### config.mk
export PLATFORM = sky130hd
export DESIGN_NAME = instr_fetch
export DESIGN_NICKNAME = d
export VERILOG_FILES = /design/src/rtl/fetch_pkg.sv /design/src/rtl/fetch_skid.sv /design/src/rtl/instr_fetch.sv
export SDC_FILE = /design/constraint.sdc
export NUM_CORES = 1
export LEC_CHECK = 0
export CAP_MARGIN = 10
export CORE_ASPECT_RATIO = 0.5
export CORE_MARGIN = 2
export CORE_UTILIZATION = 35
export CTS_CLUSTER_SIZE = 25
export DETAILED_ROUTE_END_ITERATION = 8
export SLEW_MARGIN = 10
export SYNTH_ARGS = -nofsm -noshare
export SYNTH_HDL_FRONTEND = slang
export SYNTH_SLANG_ARGS = --single-unit
### constraint.sdc
create_clock -name clock -period 2.2 [get_ports clock]
set_input_delay 0.22 -clock clock [delete_from_list [all_inputs] [get_ports clock]]
set_output_delay 0.22 -clock clock [all_outputs]
set_load 0.02 [all_outputs]
### src/rtl/fetch_pkg.sv
// ============================================================================
// Module   : fetch_pkg
// Purpose  : Shared constants and state encoding for the instruction fetch stage.
// Revision : 1.0 - initial release
// ============================================================================
`default_nettype none

package fetch_pkg;

    localparam logic [31:0] START_ADDR  = 32'h8002_0000;
    localparam logic [1:0]  ACCESS_WORD = 2'b00;

    typedef enum logic [1:0] {
        IDLE  = 2'd0,
        FETCH = 2'd1,
        HALT  = 2'd2
    } fetch_state_t;

endpackage

`default_nettype wire

### src/rtl/fetch_skid.sv
// ============================================================================
// Module   : fetch_skid
// Purpose  : One-entry data+PC buffer catching the in-flight word during stall.
// Revision : 1.0 - initial release
// ============================================================================
`default_nettype none

module fetch_skid
    import fetch_pkg::*;
#(
    parameter int ADDR_W = 32,
    parameter int DATA_W = 32
) (
    input  logic              clock,
    input  logic              reset_n,
    input  logic              load,
    input  logic              drain,
    input  logic              flush,
    input  logic [DATA_W-1:0] load_data,
    input  logic [ADDR_W-1:0] load_pc,
    output logic [DATA_W-1:0] skid_data,
    output logic [ADDR_W-1:0] skid_pc,
    output logic              skid_valid
);

    logic [DATA_W-1:0] r_data;
    logic [ADDR_W-1:0] r_pc;
    logic              r_valid;

    // Flush wins over load so a redirect always discards in-flight data.
    always_ff @(posedge clock) begin
        if (!reset_n) begin
            r_data  <= '0;
            r_pc    <= '0;
            r_valid <= 1'b0;
        end else if (flush) begin
            r_valid <= 1'b0;
        end else if (load) begin
            r_data  <= load_data;
            r_pc    <= load_pc;
            r_valid <= 1'b1;
        end else if (drain) begin
            r_valid <= 1'b0;
        end
    end

    assign skid_data  = r_data;
    assign skid_pc    = r_pc;
    assign skid_valid = r_valid;

endmodule

`default_nettype wire

### src/rtl/instr_fetch.sv
// ============================================================================
// Module   : instr_fetch
// Purpose  : Sequential word fetch with valid/stall handshake, redirect and skid.
//            Optional macro FETCH_ALIGN_CHK_EN halts on misaligned redirects.
// Revision : 1.0 - initial release
// ============================================================================
`default_nettype none

module instr_fetch
    import fetch_pkg::*;
#(
    parameter int                ADDR_W     = 32,
    parameter int                DATA_W     = 32,
    parameter logic [ADDR_W-1:0] START_ADDR = fetch_pkg::START_ADDR
) (
    input  logic              clock,
    input  logic              reset_n,
    output logic [ADDR_W-1:0] mem_address,
    output logic [1:0]        mem_access_size,
    output logic              mem_rw,
    output logic              mem_enable,
    input  logic              mem_busy,
    input  logic [DATA_W-1:0] mem_data_out,
    input  logic              stall,
    input  logic              redirect,
    input  logic [ADDR_W-1:0] redirect_pc,
    output logic [DATA_W-1:0] insn,
    output logic [ADDR_W-1:0] insn_pc,
    output logic              insn_valid,
    output logic              align_err
);

    fetch_state_t      r_state;
    logic [ADDR_W-1:0] r_pc;
    logic [ADDR_W-1:0] r_req_pc;
    logic              r_req_pending;
    logic [DATA_W-1:0] r_insn;
    logic [ADDR_W-1:0] r_insn_pc;
    logic              r_insn_valid;

    logic [DATA_W-1:0] w_skid_data;
    logic [ADDR_W-1:0] w_skid_pc;
    logic              w_skid_valid;
    logic              w_consume_ok;
    logic              w_skid_drain;
    logic              w_skid_load;
    logic              w_issue;
    logic [ADDR_W-1:0] w_redirect_target;

    // Output register may be (re)loaded when it is empty or decode takes it.
    assign w_consume_ok = !r_insn_valid || !stall;
    assign w_skid_drain = w_consume_ok && w_skid_valid;
    assign w_skid_load  = r_req_pending && (w_skid_drain || !w_consume_ok);

    assign w_issue = (r_state == FETCH) && !stall && !mem_busy
                     && !w_skid_valid && !redirect;

    assign w_redirect_target = {redirect_pc[ADDR_W-1:2], 2'b00};

`ifdef FETCH_ALIGN_CHK_EN
    logic r_align_err;
    logic w_misaligned;
    assign w_misaligned = (redirect_pc[1:0] != 2'b00);
    assign align_err    = r_align_err;
`else
    logic w_unused_low_bits;
    assign w_unused_low_bits = ^redirect_pc[1:0];
    assign align_err         = 1'b0;
`endif

    fetch_skid #(
        .ADDR_W (ADDR_W),
        .DATA_W (DATA_W)
    ) u_skid (
        .clock      (clock),
        .reset_n    (reset_n),
        .load       (w_skid_load),
        .drain      (w_skid_drain),
        .flush      (redirect),
        .load_data  (mem_data_out),
        .load_pc    (r_req_pc),
        .skid_data  (w_skid_data),
        .skid_pc    (w_skid_pc),
        .skid_valid (w_skid_valid)
    );

    always_ff @(posedge clock) begin
        if (!reset_n) begin
            r_state       <= IDLE;
            r_pc          <= START_ADDR;
            r_req_pc      <= '0;
            r_req_pending <= 1'b0;
            r_insn        <= '0;
            r_insn_pc     <= '0;
            r_insn_valid  <= 1'b0;
`ifdef FETCH_ALIGN_CHK_EN
            r_align_err   <= 1'b0;
`endif
        end else begin
            case (r_state)
                IDLE:    r_state <= FETCH;
                FETCH:   r_state <= FETCH;
                default: r_state <= HALT;
            endcase

            if (redirect && (r_state != HALT)) begin
                r_req_pending <= 1'b0;
                r_insn_valid  <= 1'b0;
`ifdef FETCH_ALIGN_CHK_EN
                if (w_misaligned) begin
                    r_state     <= HALT;
                    r_align_err <= 1'b1;
                end else begin
                    r_pc <= w_redirect_target;
                end
`else
                r_pc <= w_redirect_target;
`endif
            end else begin
                r_req_pending <= w_issue;
                if (w_issue) begin
                    r_req_pc <= r_pc;
                    r_pc     <= r_pc + ADDR_W'(4);
                end

                // Skid holds the older word, so it is presented before any response.
                if (w_consume_ok) begin
                    if (w_skid_valid) begin
                        r_insn       <= w_skid_data;
                        r_insn_pc    <= w_skid_pc;
                        r_insn_valid <= 1'b1;
                    end else if (r_req_pending) begin
                        r_insn       <= mem_data_out;
                        r_insn_pc    <= r_req_pc;
                        r_insn_valid <= 1'b1;
                    end else begin
                        r_insn_valid <= 1'b0;
                    end
                end
            end
        end
    end

    assign mem_address     = r_pc;
    assign mem_access_size = ACCESS_WORD;
    assign mem_rw          = 1'b1;
    assign mem_enable      = w_issue;
    assign insn            = r_insn;
    assign insn_pc         = r_insn_pc;
    assign insn_valid      = r_insn_valid;

endmodule

`default_nettype wire

== After elaboration in Yosys (flattened, before gate mapping) ==
Cells that the tools add are included.

* Equal/unequal tests: 2
* Bitwise logic cells: 3
* Add/subtract/negate cells: 1
* Multiplexer cells: 11
* Reductions and logical operators: 25

{| class="wikitable"
|+ Operator list
! operator !! number
|-
| 32-bit two-way mux || 6
|-
| 32-bit by 3-bit adder with 32-bit output, second input constant || 1
|-
| 1-bit logical AND || 7
|-
| 1-bit zero test || 6
|-
| 2-bit nonzero test || 3
|-
| 2-bit OR reduction || 3
|-
| 1-bit two-way mux || 4
|-
| 2-bit AND reduction || 2
|-
| 1-bit inverter || 3
|-
| 3-bit AND reduction || 1
|-
| 2-bit by 1-bit equality test with 1-bit output, second input constant || 1
|-
| 2-bit zero test || 1
|-
| 1-bit logical OR || 2
|-
| 2-bit two-way mux || 1
|-
| 2-bit inequality test, second input constant || 1
|}

* Output and inout port bits: 102
* Register bits after elaboration: 197
* Bits of input ports: 69

== Logic depth before layout (Yosys ltp) ==
Gate-level depths: netlist (run 1).

* Depth after elaboration: 7
* Gate-level depth with buffers: 10
* Gate-level depth less buffers: 6

== By module ==
A second synthesis (run 1) with hierarchy kept.

* Cell total of the unflattened synthesis: 943
* Area total of the unflattened synthesis: 8386.8 um^2

{| class="wikitable"
|+ Modules (own cells, without submodules)
! module !! cells each !! instances !! area each (um^2)
|-
| instr_fetch || 661 || 1 || 5716.7
|-
| fetch_skid || 282 || 1 || 2670.1
|}

== Least setup slack after synthesis (run 1) ==
Ideal clock, no wire load.

* Path kind: reg2reg
* From: reg u_skid.r_valid (netlist: u_skid.skid_valid)
* To: reg r_pc[15] (netlist: mem_address[15])
* Setup time: 0.115 ns
* Data arrival time: 1.947 ns
* Path slack: 0.139 ns
* Stages on the path, launching flop included: 10
* Data required time: 2.085 ns
* Cell sequence: dfxtp_1 clkbuf_2 or4b_1 buf_2 or2_1 buf_6 inv_6 nand3_2 o211a_1 o21a_1

* Longest elaborated chain between the ends: 4

{| class="wikitable"
|+ RTL lines
! element !! line !! text
|-
| start: declaration || fetch_skid.sv:28 || <nowiki>logic r_valid;</nowiki>
|-
| start signal: assignment || fetch_skid.sv:35 || <nowiki>r_valid <= 1'b0;</nowiki>
|-
| start signal: assignment || fetch_skid.sv:37 || <nowiki>r_valid <= 1'b0;</nowiki>
|-
| start signal: assignment || fetch_skid.sv:41 || <nowiki>r_valid <= 1'b1;</nowiki>
|-
| 1-bit zero test || instr_fetch.sv:56 || <nowiki>&& !w_skid_valid && !redirect;</nowiki>
|-
| 1-bit logical AND (2 in series) || instr_fetch.sv:56 ||
|-
| 2-bit nonzero test (no source line) || -- ||
|-
| end signal: assignment || instr_fetch.sv:117 || <nowiki>r_pc <= w_redirect_target;</nowiki>
|-
| end signal: assignment || instr_fetch.sv:123 || <nowiki>r_pc <= r_pc + ADDR_W'(4);</nowiki>
|-
| end: declaration || instr_fetch.sv:34 || <nowiki>logic [ADDR_W-1:0] r_pc;</nowiki>
|}

Every way passes these cells.
A chain may end at the register's enable or synchronous reset.

== Worst setup path after layout (run 1) ==
* From: reg u_skid.r_valid (netlist: u_skid.skid_valid)
* To: reg r_pc[29] (netlist: mem_address[29])

The elaborated chain is that of the path after synthesis.

==> flow_summary.toml, run 1 <==
[run_status]
run_status = "finished clean"

[yosys]
synth-main-ff-cell = "dfxtp_1"
syn_area_um2 = 7807
ys_types = 57
yosysSeqAreaShare = 0.4846
ys_async_sr_fraction = 0
synth_edf_count = 0
ys.warnings.count = 0
syn_inst = 926
synth.avg_cell_area_um2 = 8.431
synth-seq-cells = 189

[clocking]
cts_root_buf = "clkbuf_16"
holdBufCountCts = 0
cts_max_level = 4
path_clk_slew_ns = 0.07
clock_latency_ns = 0.43
cts_tree = "yes"
clkSinkCount = 189
cts_buffers = 17
cts_buffer_depth = 2

[global_routing]
grt.total_usage = 0.1819
antenna_found_initial = 0
gr-total-overflow = 0
grt_pass1_vias = 6472
grt_max_degree = 63
grt_pass1_wl_um = 33930

[min_path]
hold_depth = 3
hp-class = "in2reg"

[timing]
hold_violations = 0
rsz0062_at_grt = "true"
finalSetupViolations = 0
max_clock_freq_mhz = 475.0
period_minus_slack_ns = 2.105
tightest_slew_ns = 0.8204
fin_ws_ns = 0.09493
worst_clock_skew_ns = 0.007966
min_period_over_period = 0.9569
relSlewSlack = 0.4530
final_max_slew_viol_count = 0
hold-worst-slack_ns = 0.3394

[floorplanning]
ioPinCount = 171
fp.dieH_um = 109.6
die_w_um = 215.2
row_count = 38
die_area_um2 = 23590
start_util = 0.3585
core_area_um2 = 21780

[setup_path]
worstSetupEndpointType = "register"
ff2ff_path_depth = 6
crit_arrival_ns = 2.44
worstSetupStartpointType = "register"
crit_fanout = 5
worst-setup-path-type = "reg2reg"
crit_path_max_incr_delay_ns = 0.55
crit_chain = "or4b_1 -> buf_4 -> nor3_1 -> nand4_1 -> xnor2_1 -> a31o_2"
crit_slowest_cell = "or4b_1"
required_ns = 2.53

[routing]
drc_errors = 0
ant_nets = 0
drt_iter0_drc = 669
vias_per_cell = 4.940
route.vias.total = 6887
wl_um = 21200
dr.pass1.iters = 4
wl_per_cell_um = 15.21

[placement]
dpl_worst_slack_ns = -0.2312
io_buffers = 160
gp_congestion = 0.8487
dp_hpwl_um = 14750

[cells_and_area]
layout_commonest_cell = "nand2_1"
final_nets = 1151
area_growth_syn_to_layout_pct = 34.86
drive_above_1_share = 0.09324
num_antenna_cells = 0
mostFrequentLayoutCells = "nand2_1 (211), dfxtp_1 (187), clkdlybuf4s50_1 (159)"

[power_and_ir_drop]
peakVddDrop_mv = 0.4884
powerDensity_nw_per_um2 = 673.2
leakage_nw = 3.372
power.total_mw = 7.088

[run]
maxCapViolations = 0
## sequential cells by signal, indices dropped and copies added (netlist names)
name,flops
u_skid.skid_pc,30
insn,32
r_state,2
insn_pc,30
r_req_pc,30
r_req_pending,1
mem_address,30
insn_valid,1
u_skid.skid_data,32
u_skid.skid_valid,1
## Yosys cell counts, drive strengths merged (11+ instances only)
cell type  number  area [µm²]
a211oi         66       505.5
a21oi         109       553.0
buf            24       157.6
clkbuf         55       207.7
dfxtp         189        3784
mux2i          62       620.6
nand2         211       792.0
nand3          22       120.1
nand4          11       75.07
nor2           84       315.3
o21ai          13       65.06
## cell families after synthesis
family                   after synthesis  share of synthesized area
AND/OR/NAND/NOR                      361                     0.1954
AO/OA/AOI/OAI                        210                     0.1667
flip-flops                           189                     0.4846
buffers and inverters                 84                    0.04984
multiplexers                          66                    0.08622
XOR/XNOR                              12                    0.01346
adder cells (fa/ha/maj)                2                   0.002884
other                                  2                  0.0009619
## metal layers
metal / track usage / vias to the layer above / part of all wire
met5: 0 / - / 0
met4: 0.07143 / 0 / 0.017
met3: 0.03624 / 26 / 0.044
met2: 0.2832 / 154 / 0.44
met1: 0.2499 / 3213 / 0.50
li1: - / 3494 / -
## critical path: cells and delay by family, from the launching register on
family	cells	cell delay [ns]
buffers and inverters	1	0.19
AOI/OAI and AO/OA	1	0.25
xor gates and xnor gates	1	0.16
DFF	1	0.34
and+or+nand+nor	3	1.06
## cell type report
class / instances / area [µm²]
Clock buffer: 20 / 446.7
Fill cell: 2156 / 11250
Multi-Input combinational cell: 659 / 3681
Timing Repair Buffer: 209 / 2106
Sequential cell: 189 / 3789
Inverter: 5 / 28.78
Clock inverter: 12 / 102.6
Tap cell: 300 / 375.4
## power by group
group          switching, mW  internal (mW)  total [mW]
Combinational          0.314          0.304       0.618
Clock                   1.42           1.51        2.94
Sequential            0.0590           3.47        3.53
Total                   1.80           5.29        7.09
## per-stage QoR
stage / std cells / instance area (µm²) / utilization / TNS [ns]
after global placement: 1362 / 9977 / 0.4582 / -2.500
after floorplan: 932 / 7830 / - / 0
after CTS: 1394 / 10530 / 0.4835 / 0
after detailed placement: 1362 / 9977 / 0.4582 / -3.976
after global routing: 1394 / 10530 / 0.4835 / -0.008926
final: 1394 / 10530 / 0.4835 / 0
## what timing repair did
action,CTS,global route
setup buffers,0,0
gates resized for setup,3,4
setup endpoints to repair,1,5
## path summary, 6_finish.rpt
check | startpoint | end | slack [ns]
worst min-delay path | redirect_pc[19] | mem_address[19] | 0.34
worst max-delay path | u_skid.skid_valid | mem_address[29] | 0.09
worst max register to register | u_skid.skid_valid | mem_address[29] | 0.09
worst min register to register | u_skid.skid_data[3] | u_skid.skid_data[3] | 0.45
(Power assumes the default switching activity.)
==> run 2: changes to the inputs <==
- ABC_AREA: not set -> 1
- clock period: 2.2 -> 2.6 ns (I/O delays scaled with it)
==> flow_summary.toml, run 2 <==
[yosys]
synth-main-ff-cell = "dfxtp_1"
yosysMostFrequentCell = "nand2_1"
synth.top_cell.area_share = 0.4584
synth_largest_area_cell = "dfxtp_1"
ys.warnings.count = 0
synth.avg_cell_area_um2 = 7.203
ys_async_sr_fraction = 0
yosysSeqAreaShare = 0.4584
syn_area_um2 = 8254
synth_common_cells = "nand2_1 (328), dfxtp_1 (189), a21oi_1 (101)"
synth-seq-cells = 189
synth_edf_count = 0
syn_inst = 1146
synthTopCellsByArea = "dfxtp_1 (46%), nand2_1 (15%), a21oi_1 (6.1%), o21ai_0 (6.0%), nand3_1 (5.5%)"
ys_types = 37

[placement]
gp_congestion = 0.8681
dpl_worst_slack_ns = 0.4819
io_buffers = 160
dp_cells = 1549
dpl_cell_area_um2 = 10010
dp_hpwl_um = 16110

[routing]
route.vias.total = 8134
drc_errors = 0
wl_um = 24920
dr.pass1.iters = 5
vias_per_cell = 5.145
wl_per_cell_um = 15.76
drt_iter0_drc = 771
ant_nets = 0

[floorplanning]
start_util = 0.3591
ioPinCount = 171
die_area_um2 = 24900
core_area_um2 = 22980
row_count = 39
die_w_um = 221.2
fp.dieH_um = 112.6

[clocking]
cts_buffers = 17
cts_setup_buffers = 0
clock_latency_ns = 0.43
holdBufCountCts = 0
path_clk_slew_ns = 0.07
cts_buffer_depth = 2
clkSinkCount = 189
cts_tree = "yes"
cts_max_level = 4
cts_root_buf = "clkbuf_16"
cts_resized = 0

[cells_and_area]
num_antenna_cells = 0
postLayoutCoreUtil = 0.4618
area_growth_syn_to_layout_pct = 28.57
drive_above_1_share = 0.06436
layout_commonest_cell = "nand2_1"
final_nets = 1331
final_area_um2 = 10610
mostFrequentLayoutCells = "nand2_1 (327), dfxtp_1 (188), clkdlybuf4s50_1 (159)"
stdcell_count = 1581

[power_and_ir_drop]
powerDensity_nw_per_um2 = 588.5
leakage_nw = 3.763
power.total_mw = 6.246
peakVddDrop_mv = 0.3847

[timing]
hold-worst-slack_ns = 0.4120
final_max_slew_viol_count = 0
min_period_over_period = 0.7919
relSlewSlack = 0.3928
hold_violations = 0
fin_ws_ns = 0.5410
rsz0062_at_grt = "false"
period_minus_slack_ns = 2.059
tightest_slew_ns = 0.9109
worst_clock_skew_ns = 0.007786
max_clock_freq_mhz = 485.7
tns_ns = 0
finalSetupViolations = 0

[global_routing]
grt_pass1_vias = 7331
use_met2 = 0.3079
met3_usage = 0.03429
grt.total_usage = 0.1993
grt_pass1_wl_um = 39940
gr-max-usage-layer = "met2"
grt_max_degree = 125
met1_usage = 0.2852
antenna_found_initial = 0
gr-total-overflow = 0

[min_path]
hp-class = "in2reg"

[setup_path]
worst-setup-path-type = "in2out"
worstSetupStartpointType = "input pin"
required_ns = 2.34
worstSetupEndpointType = "output pin"
crit_arrival_ns = 1.80
crit_fanout = 4

[run]
maxCapViolations = 0

[run_status]
run_status = "finished clean"
==> run 2: cell count changes after synthesis, moves of 8 or more <==
cell	change
nor2_1	-10
a211oi_1	-61
nand2_1	+117
o21ai_0	+89
buf_2	+27
a31oi_1	+64
nand3_1	+71
buf_1	-8
xor2_1	-8
inv_1	+43
mux2i_1	-62
clkbuf_1	-15
==> run 2: final cells by class <==
cell class	count	area, µm²
well taps	307	384.1
clock inverters	15	177.7
fillers	2327	12370
flip-flops and latches	189	3785
multi-input cells	823	3869
clock buffers	17	425.4
repair buffers	176	1767
inverters	54	205.2
==> run 2: worst paths after layout <==
path / startpoint / depth (start not counted) / to / slack (ns)
worst max-delay path: redirect / 5 / mem_enable / 0.54
worst min register to register: u_skid.skid_data[4] / 2 / u_skid.skid_data[4] / 0.46
worst min-delay path: redirect_pc[8] / 3 / mem_address[8] / 0.41
worst max register to register: mem_address[3] / 8 / mem_address[26] / 0.80
==> run 2: metal layers <==
layer  up-vias  wire [µm]  share of wire
met2       227      11120           0.45
li1       4055          -              -
met3        21       1143          0.046
met4         0        295          0.012
met1      3831      12360           0.50
met5         -          0              0
==> run 2: power by group <==
part | internal [mW] | switching (mW)
combinational | 0.233 | 0.295
sequential | 2.95 | 0.0728
clock | 1.46 | 1.24
total | 4.64 | 1.61
==> run 2: cells by family after synthesis <==
family	Yosys count	share of synthesized area
XOR/XNOR	3	0.003184
AND/OR/NAND/NOR	522	0.2665
AO/OA/AOI/OAI	289	0.1927
buffers and inverters	140	0.07685
adder cells (fa/ha/maj)	1	0.001516
other	2	0.0009098
flip-flops	189	0.4584
==> run 2: critical path, cell delays in order <==
cell and delay, ns:
clkdlybuf4s50_1 0.49, nor2_1 0.17, nand3_2 0.16, inv_2 0.12
clkdlybuf4s50_1 0.60
==> run 3: changes to the inputs <==
- clock period: 2.6 -> 2.1 ns (I/O delays scaled with it)
==> flow_summary.toml, run 3 (same netlist as run 2, synthesis figures left out) <==
[run_status]
run_status = "finished clean"

[setup_path]
crit_chain = "nor2_1 -> nand3_2 -> inv_2 -> clkdlybuf4s50_1"
crit_slowest_cell = "clkdlybuf4s50_1"
required_ns = 1.89
worstSetupEndpointType = "output pin"
crit_arrival_ns = 1.76
reg2reg_setup_slack_ns = 0.40
worst-setup-path-type = "reg2out"
worstSetupStartpointType = "register"
crit_fanout = 4
crit_path_max_incr_delay_ns = 0.60

[routing]
route.vias.total = 8123
met1_length_um = 11940
dr.pass1.iters = 8
vias_per_cell = 5.102
wl_um = 25450
met3_length_um = 1552
met2_wirelength_um = 11610
drc_errors = 0
topRoutingLayerUsed = "met4"
ant_nets = 0
wl_per_cell_um = 15.99
drt_iter0_drc = 675

[power_and_ir_drop]
power.total_mw = 8.053
seq_power_share = 0.464
combPwrFrac = 0.083
leakage_nw = 3.848
powerDensity_nw_per_um2 = 749.6
p_clk_frac = 0.453
sw_frac_of_total = 0.2383
p_sw_mw = 1.919
intPower_mw = 6.134
peakVddDrop_mv = 0.5141

[cells_and_area]
mostFrequentLayoutCells = "nand2_1 (327), dfxtp_1 (188), clkdlybuf4s50_1 (159)"
num_antenna_cells = 0
final_area_um2 = 10740
area_growth_syn_to_layout_pct = 30.15
stdcell_count = 1592
layout_commonest_cell = "nand2_1"
final_nets = 1342
drive_above_1_share = 0.07237
postLayoutCoreUtil = 0.4674

[placement]
dpl_worst_slack_ns = 0.1620
dp_hpwl_um = 17120
dpl_cell_area_um2 = 10080
gp_congestion = 0.8632
dp_cells = 1560
io_buffers = 160

[timing]
min_period_over_period = 0.9363
finalSetupViolations = 0
worst_clock_skew_ns = 0.01078
max_clock_freq_mhz = 508.6
hold_violations = 0
final_max_slew_viol_count = 0
fin_ws_ns = 0.1337
hold-worst-slack_ns = 0.3369
relSlewSlack = 0.5193
period_minus_slack_ns = 1.966
tns_ns = 0
tightest_slew_ns = 0.7211
rsz0062_at_grt = "false"

[global_routing]
gr-total-overflow = 0
antenna_found_initial = 0
grt_pass1_vias = 7541
grt_max_degree = 77
grt_pass1_wl_um = 40450
grt.total_usage = 0.2031

[floorplanning]
start_util = 0.3591
ioPinCount = 171
row_count = 39
die_w_um = 221.2
die_area_um2 = 24900
core_area_um2 = 22980
fp.dieH_um = 112.6

[clocking]
cts_buffers = 17
clock_latency_ns = 0.45
cts_root_buf = "clkbuf_16"
path_clk_slew_ns = 0.07
holdBufCountCts = 0
cts_setup_buffers = 0
cts_buffer_depth = 2
cts_max_level = 4
cts_tree = "yes"
cts_resized = 0
clkSinkCount = 189

[run]
maxCapViolations = 0

[min_path]
hp-class = "in2reg"
[run 3: path summary, 6_finish.rpt]
kind | from | endpoint | cells past startpoint
min | reset_n | insn_pc[5] | 4
max | u_skid.skid_valid | mem_enable | 4
min reg2reg | u_skid.skid_data[30] | u_skid.skid_data[30] | 2
max reg2reg | mem_address[4] | mem_address[19] | 9
[run 3: final cells by class]
class | count | area [µm²]
Fill cell | 2278 | 12240
Multi-Input combinational cell | 823 | 3869
Sequential cell | 189 | 3785
Timing Repair Buffer | 187 | 1837
Clock buffer | 19 | 452.9
Tap cell | 307 | 384.1
Clock inverter | 13 | 210.2
Inverter | 54 | 205.2
[run 3: power by group through the flow]
stage / sequential [mW] / combinational (mW) / clock [mW]
6_report: 3.74 / 0.671 / 3.64
5_1_grt: 3.74 / 0.728 / 3.86
4_1_cts: 3.74 / 0.671 / 3.70
3_5_place_dp: 3.82 / 0.666 / 0
3_3_place_gp: 3.82 / 0.663 / 0
2_1_floorplan: 3.85 / 0.284 / 0
[run 3: worst max-delay path, delay by kind of cell, from the launching register on]
| family | cells | cell delay [ns] |
|---|---|---|
| AND/OR/NAND/NOR | 2 | 0.26 |
| buffers and inverters | 2 | 0.71 |
| flip-flops | 1 | 0.34 |
[run 3: routing by layer]
layer	up-vias	track usage
met2	254	0.3181
met4	0	0.06622
met1	3780	0.2820
li1	4064	-
met5	-	0
met3	25	0.03927
